<file path="config.mk">
export PLATFORM = sky130hd
export DESIGN_NAME = register_bank
export DESIGN_NICKNAME = d
export VERILOG_FILES = /design/src/rtl/register_bank_pkg.sv /design/src/rtl/register_bank_clear_fsm.sv /design/src/rtl/register_bank.sv
export SDC_FILE = /design/constraint.sdc
export NUM_CORES = 1
export LEC_CHECK = 0
export CAP_MARGIN = 10
export CORE_ASPECT_RATIO = 2
export CORE_MARGIN = 2
export CORE_UTILIZATION = 51
export DETAILED_ROUTE_END_ITERATION = 7
export HOLD_SLACK_MARGIN = 0.03
export PLACE_DENSITY = 0.66
export SLEW_MARGIN = 20
export SYNTH_ARGS = -nofsm -noshare
export SYNTH_HDL_FRONTEND = slang
export SYNTH_HIERARCHICAL = 1
export SYNTH_SLANG_ARGS = --single-unit
</file>
<file path="constraint.sdc">
create_clock -name clk -period 6.2 [get_ports clk]
set_input_delay 0.62 -clock clk [delete_from_list [all_inputs] [get_ports clk]]
set_output_delay 0.62 -clock clk [all_outputs]
set_load 0.02 [all_outputs]
</file>
<file path="src/rtl/register_bank_pkg.sv">
// Shared definitions for the register_bank slice: default geometry and the
// clear-sweep state encoding used by register_bank_clear_fsm.
package register_bank_pkg;

   localparam int REG_DATA_WIDTH = 32;
   localparam int REG_ADDR_WIDTH = 5;
   localparam int REG_N_READ     = 2;

   typedef enum logic [0:0] {
      ST_CLEAR = 1'b0,
      ST_RUN   = 1'b1
   } state_e;

endpackage

</file>
<file path="src/rtl/register_bank_clear_fsm.sv">
// Post-reset clear sequencer for register_bank. Walks every register address
// once, one per cycle, so the array itself needs no reset and can map to
// distributed RAM. ready goes high once the last address has been cleared.
module register_bank_clear_fsm
   import register_bank_pkg::*;
#(
   parameter int ADDR_WIDTH = REG_ADDR_WIDTH
) (
   input  logic                  clk,
   input  logic                  reset,
   output logic                  clear_en,
   output logic [ADDR_WIDTH-1:0] clear_address,
   output logic                  ready
);

   localparam logic [ADDR_WIDTH-1:0] LAST_ADDR = {ADDR_WIDTH{1'b1}};

   state_e                state_q, state_d;
   logic [ADDR_WIDTH-1:0] count_q, count_d;
   logic                  ready_q, ready_d;

   // Next-state logic: advance the sweep counter until the last register is cleared.
   always_comb begin
      state_d = state_q;
      count_d = count_q;
      ready_d = ready_q;
      case (state_q)
         ST_CLEAR: begin
            if (count_q == LAST_ADDR) begin
               state_d = ST_RUN;
               count_d = {ADDR_WIDTH{1'b0}};
               ready_d = 1'b1;
            end else begin
               count_d = count_q + ADDR_WIDTH'(1'b1);
               ready_d = 1'b0;
            end
         end
         ST_RUN: begin
            state_d = ST_RUN;
            ready_d = 1'b1;
         end
         default: begin
            state_d = ST_CLEAR;
            count_d = {ADDR_WIDTH{1'b0}};
            ready_d = 1'b0;
         end
      endcase
   end

   // State, counter and ready registers with synchronous reset back to a fresh sweep.
   always_ff @(posedge clk) begin
      if (reset) begin
         state_q <= ST_CLEAR;
         count_q <= {ADDR_WIDTH{1'b0}};
         ready_q <= 1'b0;
      end else begin
         state_q <= state_d;
         count_q <= count_d;
         ready_q <= ready_d;
      end
   end

   assign clear_en      = (state_q == ST_CLEAR) && !reset;
   assign clear_address = count_q;
   assign ready         = ready_q;

endmodule

</file>
<file path="src/rtl/register_bank.sv">
// Register file with N_READ combinational read ports, one write-back port,
// register 0 hardwired to zero and a per-register pending scoreboard for
// read-after-write hazard detection in decode.
// Optional feature: define REGISTER_BYPASS_EN for same-cycle write-through
// forwarding of write-back data (and scoreboard state) to the read ports.
module register_bank
   import register_bank_pkg::*;
#(
   parameter int DATA_WIDTH = REG_DATA_WIDTH,
   parameter int ADDR_WIDTH = REG_ADDR_WIDTH,
   parameter int N_READ     = REG_N_READ
) (
   input  logic                         clk,
   input  logic                         reset,
   input  logic [N_READ*ADDR_WIDTH-1:0] rd_address,
   output logic [N_READ*DATA_WIDTH-1:0] rd_data,
   output logic [N_READ-1:0]            rd_pending,
   input  logic [ADDR_WIDTH-1:0]        wr_address,
   input  logic [DATA_WIDTH-1:0]        wr_data,
   input  logic                         reg_write,
   input  logic                         rsv_valid,
   input  logic [ADDR_WIDTH-1:0]        rsv_address,
   output logic                         ready
);

   localparam int DEPTH = 2 ** ADDR_WIDTH;

   logic [DATA_WIDTH-1:0] mem_q [DEPTH];
   logic [DEPTH-1:0]      pend_q, pend_d;
   logic                  clear_en_s;
   logic [ADDR_WIDTH-1:0] clear_address_s;
   logic                  ready_s;
   logic                  wr_en_s;
   logic                  rsv_en_s;

   register_bank_clear_fsm #(
      .ADDR_WIDTH (ADDR_WIDTH)
   ) u_clear_fsm (
      .clk           (clk),
      .reset         (reset),
      .clear_en      (clear_en_s),
      .clear_address (clear_address_s),
      .ready         (ready_s)
   );

   assign ready = ready_s;

   // Writes/reserves are honoured only in RUN, never during a reset edge, never to r0.
   assign wr_en_s  = ready_s && !reset && reg_write && (wr_address != {ADDR_WIDTH{1'b0}});
   assign rsv_en_s = ready_s && !reset && rsv_valid && (rsv_address != {ADDR_WIDTH{1'b0}});

   // Storage array: sweep clears during CLEAR, write-back port during RUN.
   always_ff @(posedge clk) begin
      if (clear_en_s) begin
         mem_q[clear_address_s] <= {DATA_WIDTH{1'b0}};
      end else if (wr_en_s) begin
         mem_q[wr_address] <= wr_data;
      end
   end

   // Scoreboard next state: write clears, reserve sets afterwards so a new producer wins.
   always_comb begin
      pend_d = pend_q;
      if (ready_s) begin
         if (wr_en_s) begin
            pend_d[wr_address] = 1'b0;
         end else begin
            pend_d = pend_d;
         end
         if (rsv_en_s) begin
            pend_d[rsv_address] = 1'b1;
         end else begin
            pend_d = pend_d;
         end
      end else begin
         pend_d = {DEPTH{1'b0}};
      end
      pend_d[0] = 1'b0;
   end

   // Scoreboard register, cleared by reset.
   always_ff @(posedge clk) begin
      if (reset) begin
         pend_q <= {DEPTH{1'b0}};
      end else begin
         pend_q <= pend_d;
      end
   end

   // Combinational read muxes; r0 and the CLEAR phase always read as zero.
   always_comb begin
      rd_data    = {(N_READ*DATA_WIDTH){1'b0}};
      rd_pending = {N_READ{1'b0}};
      for (int i = 0; i < N_READ; i++) begin
         if (ready_s && (rd_address[i*ADDR_WIDTH +: ADDR_WIDTH] != {ADDR_WIDTH{1'b0}})) begin
            rd_data[i*DATA_WIDTH +: DATA_WIDTH] = mem_q[rd_address[i*ADDR_WIDTH +: ADDR_WIDTH]];
            rd_pending[i] = pend_q[rd_address[i*ADDR_WIDTH +: ADDR_WIDTH]];
`ifdef REGISTER_BYPASS_EN
            if (wr_en_s && (wr_address == rd_address[i*ADDR_WIDTH +: ADDR_WIDTH])) begin
               rd_data[i*DATA_WIDTH +: DATA_WIDTH] = wr_data;
               rd_pending[i] = rsv_en_s && (rsv_address == rd_address[i*ADDR_WIDTH +: ADDR_WIDTH]);
            end else begin
               rd_pending[i] = rd_pending[i];
            end
`endif
         end else begin
            rd_pending[i] = 1'b0;
         end
      end
   end

endmodule

</file>
* Yosys cells after proc, flatten, opt, wreduce, memory -nomap -nowiden
Memory sizes are Yosys's and may differ from the RTL's. Index checks and enable logic that the tools add are counted.
Word-level totals: bits in registers 38, latch bits 0, bits in writable memories 1024, memory bits (read-only) 0, input bits 56, output and inout port bits 67, word-level logic and storage cells 60, memories kept 1
Memory list:
- mem_q | words 32, width 32, read ports 2, clocked after memory_dff 0, write ports 1, line register_bank.sv:28 | logic [DATA_WIDTH-1:0] mem_q [DEPTH];
Operators by class: add/sub/neg operators 1, multiply operators 0, div/mod/pow operators 0, $lt $le $gt $ge 6, eq/ne operators 1, shift operators 0, muxes and demuxes 26, bitwise logic cells 4, reductions and logical operators 17
Operators with widths (number):
- 32-bit 2-to-1 mux | 6
- 32-bit AND | 1
- 32-bit NOT | 1
- 32-bit OR | 1
- 32-bit OR reduction | 1
- 5-bit by 6-bit < comparator with 1-bit output (second input constant) | 4
- 5-bit nonzero test | 4
- 1-bit 2-to-1 mux | 13
- 1-bit binary-select mux with 5-bit select | 2
- 1-bit demux with 5-bit select | 2
- 5-bit by 1-bit >= comparator with 1-bit output (second input constant) | 2
- 1-bit logical AND | 10
- 5-bit 2-to-1 mux | 2
- 5-bit by 1-bit adder with 5-bit output (second input constant) | 1
- 5-bit equality test (second input constant) | 1
- 1-bit case mux with 2 select lines | 1
- 2-bit OR reduction | 1
- 1-bit logical NOT | 1
- 1-bit NOT | 1

* Logic depth before layout (Yosys ltp)
word-level depth 10, depth in mapped cells 8, gate-level depth less buffers 6

* Hierarchy
Netlist, hierarchy kept.
Modules (own cells, without submodules):
- register_bank | times used 1, cells an instance 2778, area an instance 49344.8 um2, seq. area each 31370.1 um2
- register_bank_clear_fsm | times used 1, cells an instance 29, area an instance 269.0 um2, seq. area each 120.1 um2

* Worst setup path after synthesis
OpenSTA, ideal clock, no wires.
kind input to register, start point in reset, end point mem mem_q[19][0] (netlist name), enable pin, arrival 3951 ps, setup slack 1788 ps, cell stages on the path 6, path buffers 1, cells stage by stage nor2_1 -> nand4bb_1 -> buf_2 -> a21o_1 -> mux2_2 -> nor3_1
On the way: word-level cells in the longest chain between the ends 9, elaborated cells on any way between the ends 13
Ends and longest elaborated chain:
- start: declaration | line register_bank.sv:14 | input logic reset,
- 1-bit logical NOT (*) | line register_bank_clear_fsm.sv:63, register_bank.sv:49
- 1-bit logical AND (3 in a row) | line register_bank.sv:49 | assign wr_en_s = ready_s && !reset && reg_write && (wr_address != {ADDR_WIDTH{1'b0}});
- 1-bit 2-to-1 mux | line register_bank.sv:56 | end else if (wr_en_s) begin
- 1-bit 2-to-1 mux | line register_bank.sv:54 | if (clear_en_s) begin
- 1-bit 2-to-1 mux (implied by the code) | line register_bank.sv:57 | mem_q[wr_address] <= wr_data;
- 32-bit OR reduction (no source line)
- 5-bit 2-to-1 mux (no source line) / 1-bit 2-to-1 mux (equally long branches)
- end: declaration | line register_bank.sv:28
Mark *: on every way between the ends. The rest lies on a longest branch, timed or not.

* Worst setup path after layout
start point reg u_clear_fsm.ready_q, in the netlist u_clear_fsm/ready, end point out rd_data[54]
On the way: word-level cells in the longest chain between the ends 2
Ends and longest elaborated chain:
- start: declaration | line register_bank_clear_fsm.sv:20 | logic ready_q, ready_d;
- start signal: assignment | line register_bank_clear_fsm.sv:59 | ready_q <= ready_d;
- 1-bit logical AND | line register_bank.sv:95 | if (ready_s && (rd_address[i*ADDR_WIDTH +: ADDR_WIDTH] != {ADDR_WIDTH{1'b0}})) begin
- 32-bit 2-to-1 mux | line register_bank.sv:95
- end: declaration | line register_bank.sv:16 | output logic [N_READ*DATA_WIDTH-1:0] rd_data,
No other way between the ends.

==> run summary <==
The library cell used most frequently in the layout, excluding fill and tap cells, is edfxtp_1. Once the clock tree was built, the resizer swapped 0 gates to a different size. The H-tree was split into 3 levels. The critical path endpoint category is a primary output.

Clock skew on the completed layout was measured at 0.0202 ns. The completed layout was analyzed and its total power is 14.3 mW. The worst setup path is launched from a register. Clock tree synthesis selected as its root buffer the cell clkbuf_16. The tools report the number of search-and-repair iterations in the first detailed-routing pass as 5.

The logs give 2807 for the synthesized netlist cell count and 0 for the global-route congestion overflow total. The worst register-to-register path ends at mem_q[8][24]. The maximum net fanout on the critical path is 18, and the post-CTS clock slew at the launch and capture registers of the worst setup and hold paths is 0.07 ns. The total die area is 99900 um^2, and the fraction of the yosys area taken by sequential cells is 0.635. The final layout contains routed wiring with a total length of 160000 um.

The layout has 7143 filler cells. The die width was 225 um. In the synthesized netlist the dominant register cell turns out to be edfxtp_1. The run gives 0.210 GHz as the maximum clock rate. For the pin with the worst max-slew slack, the measured transition is 1.16 ns. For the final routed database, the setup TNS stands at 0 ns. The starting density of the core is 0.515. The maximum clock path buffer count is 3, and the residual antenna-violating net count after detailed routing is 0. For the total of max-cap violations, the log shows 0. The initial antenna violation count is 6, and the growth of design area from synthesis to finish is 11.6%.

The detail-routed via count per cell was 7.32; the number of failing setup endpoints in the final timing report was 0. The y dimension of the die is 445 um, and the violation count after the first detailed-routing iteration is 4072. The final weighted congestion in routability-driven placement is 0.872, and the number of nets in the layout is 2967. Number of remaining DRC errors: 0.

Dividing the detail-routed wire length by the instance count gives 38.0 um. The minimum period implied by the final worst setup slack was 4.77 ns; the placeable core area was 96300 um^2. The maximum VDD drop was 0.204 mV; the total via count after detailed routing was 30.8k.

The number of flops mapped to enable cells by yosys works out to 1024. In this run the worst setup path terminates at rd_data[54]. The number of setup buffers added after CTS is 0. For the number of hold-slack violations in the final timing report, the log shows 0.

The flow ran to the end, and the final reports show no timing, DRC or antenna violations. The reg-to-reg setup timing slack came out at 2.17 ns. After synthesis the netlist holds a flip-flop and latch count of 1061. The via count of the first global-routing pass was 31.7k. Share of synthesized registers carrying an async set or reset: 0. The count of different cell masters after synthesis is 51, and the per-instance average area after synthesis is 17.7 um^2.

In the layout the commonest cells are edfxtp_1, mux4_2, mux2i_1. The startpoint identified for the worst register-to-register timing path is u_clear_fsm/ready. The power per standard cell area is 258 nW/um^2, and the I/O pin count is 123. For the max-slew headroom at the worst pin, the log shows 0.224. Clock tree synthesis inserted a total of 91 buffers.

The final clock period utilization by the worst path is 0.769. At the later pin of the worst-skew pair, clock insertion delay measures 0.71 ns. The logs give 5.58 ns for the endpoint required time on the critical path and 1061 for the CTS sink count.

Total routing resource utilization after global routing: 0.322. The worst hold path belongs to the class register to register. For this design, the CTS-stage hold fixing added 0 buffers. The run gives 19.9 nW as the leakage dissipation. The most critical setup path has its startpoint at u_clear_fsm/ready. Number of warning messages in the yosys log: 6. Setup repair after global routing left no endpoint under its margin.

The wire length of the first global-routing pass is 225000 um, and the post-synth design cell area is 49600 um^2. The fraction of layout cells with a size suffix above 1 works out to 0.220. The count of standard-cell rows came out at 161. For the worst flop-to-flop path, the logic depth is 7. TritonCTS built the clock tree.

The number of nets handed over by synthesis was 2865. The data arrival time at the worst-slack endpoint was 4.15 ns. Post-DP HPWL: 95600 um. The worst setup path is of the register to primary output kind.

The pin count of the biggest net entering global routing is 96, and the number of buffers added on ports is 122. The tools report the final core utilization as 0.575. Final number of max-transition violations: 0.
## Yosys cell counts, types with 3 or more instances
master / n / area (um^2)
buf_2: 95 / 475
a31oi_1: 13 / 81.3
mux4_2: 331 / 7450
mux4_1: 53 / 1390
nand2_1: 56 / 210
o21ai_0: 36 / 180
mux2_2: 3 / 33.8
mux2i_1: 284 / 2840
nor2_1: 38 / 143
buf_6: 20 / 225
nor2b_1: 11 / 68.8
or3b_2: 4 / 35.0
nand4_1: 71 / 444
dfxtp_1: 37 / 741
inv_1: 8 / 30.0
clkbuf_1: 85 / 319
nand3_1: 75 / 375
buf_4: 14 / 105
a22oi_1: 249 / 1870
nor3_1: 27 / 135
and3_1: 66 / 413
edfxtp_1: 1024 / 30700
a21oi_1: 111 / 556
buf_1: 6 / 22.5
nor3b_1: 8 / 60.1
and2_1: 37 / 231
nand3b_1: 9 / 67.6
o211ai_1: 3 / 22.5
## critical path: stages, from the launching register on
cell and delay (ns):
dfxtp_1 0.74, nand3b_1 0.35, nor2_4 0.81, buf_4 0.50, a22oi_1 0.17, nand4_1 0.18, clkdlybuf4s50_1 0.66
## per-stage QoR
| stage | worst slack [ns] | hold slack (ns) | cells | area [um^2] |
|---|---|---|---|---|
| floorplan | 1.79 | 0.454 | 2807 | 49600 |
| CTS | 1.46 | 0.495 | 4204 | 55300 |
| detailed placement | 1.61 | 0.486 | 4036 | 52400 |
| finish | 1.43 | 0.500 | 4209 | 55400 |
| global route | 1.40 | 0.503 | 4206 | 55400 |
| global placement | 1.75 | 0.470 | 4036 | 52400 |
## where the power goes
part           leakage, nW  switching [mW]  internal, mW
combinational         7.16           0.453         0.321
clock                 1.40            2.69          3.04
sequential            11.4          0.0162          7.77
## area by class of cell
type / instances / area (um^2) / share of cell area
inverter: 8 / 30.0 / 0.000542
tap: 1222 / 1530 / 0.0276
clock inverter: 57 / 503 / 0.00909
multi-input combinational: 1514 / 17200 / 0.311
antenna: 3 / 7.51 / 0.000136
timing repair buffer: 233 / 2210 / 0.0400
sequential: 1061 / 31500 / 0.569
clock buffer: 111 / 2370 / 0.0429
## how the worst min path moves through the flow
stage                          start          to  slack (ns)  cells after the start
after global placement     pend_q[6]   pend_q[6]        0.47                      2
final                     pend_q[10]  pend_q[10]        0.50                      2
after floorplan            pend_q[6]   pend_q[6]        0.45                      2
after detailed placement   pend_q[9]   pend_q[9]        0.49                      2
after CTS                  pend_q[9]   pend_q[9]        0.50                      2
after global routing       pend_q[9]   pend_q[9]        0.50                      2
## per-layer routing
| layer | vias to the layer above | wire length [um] | global-route usage |
|---|---|---|---|
| li1 | 12100 | - | - |
| met1 | 16100 | 52000 | 0.376 |
| met2 | 2029 | 81100 | 0.545 |
| met3 | 544 | 14900 | 0.0553 |
| met4 | 4 | 12000 | 0.214 |
| met5 | - | 25 | 0 |
## kinds of logic (layout without fill, tap and decap cells)
group           after synthesis  count (layout)  synth area share
flops                      1061            1061             0.635
fa+ha+maj                     2               2          0.000504
simple gates                418             418            0.0468
other cells                   0               3                 0
compound gates              423             423            0.0566
buf+inv                     232             409            0.0251
mux                         671             671             0.236
## state kept, by name (all words and copies together), names as in the netlist
register,flops
mem_q,1024
pend_q,31
u_clear_fsm/clear_address,5
u_clear_fsm/ready,1
Note: power is estimated with default switching activity, not from simulation.
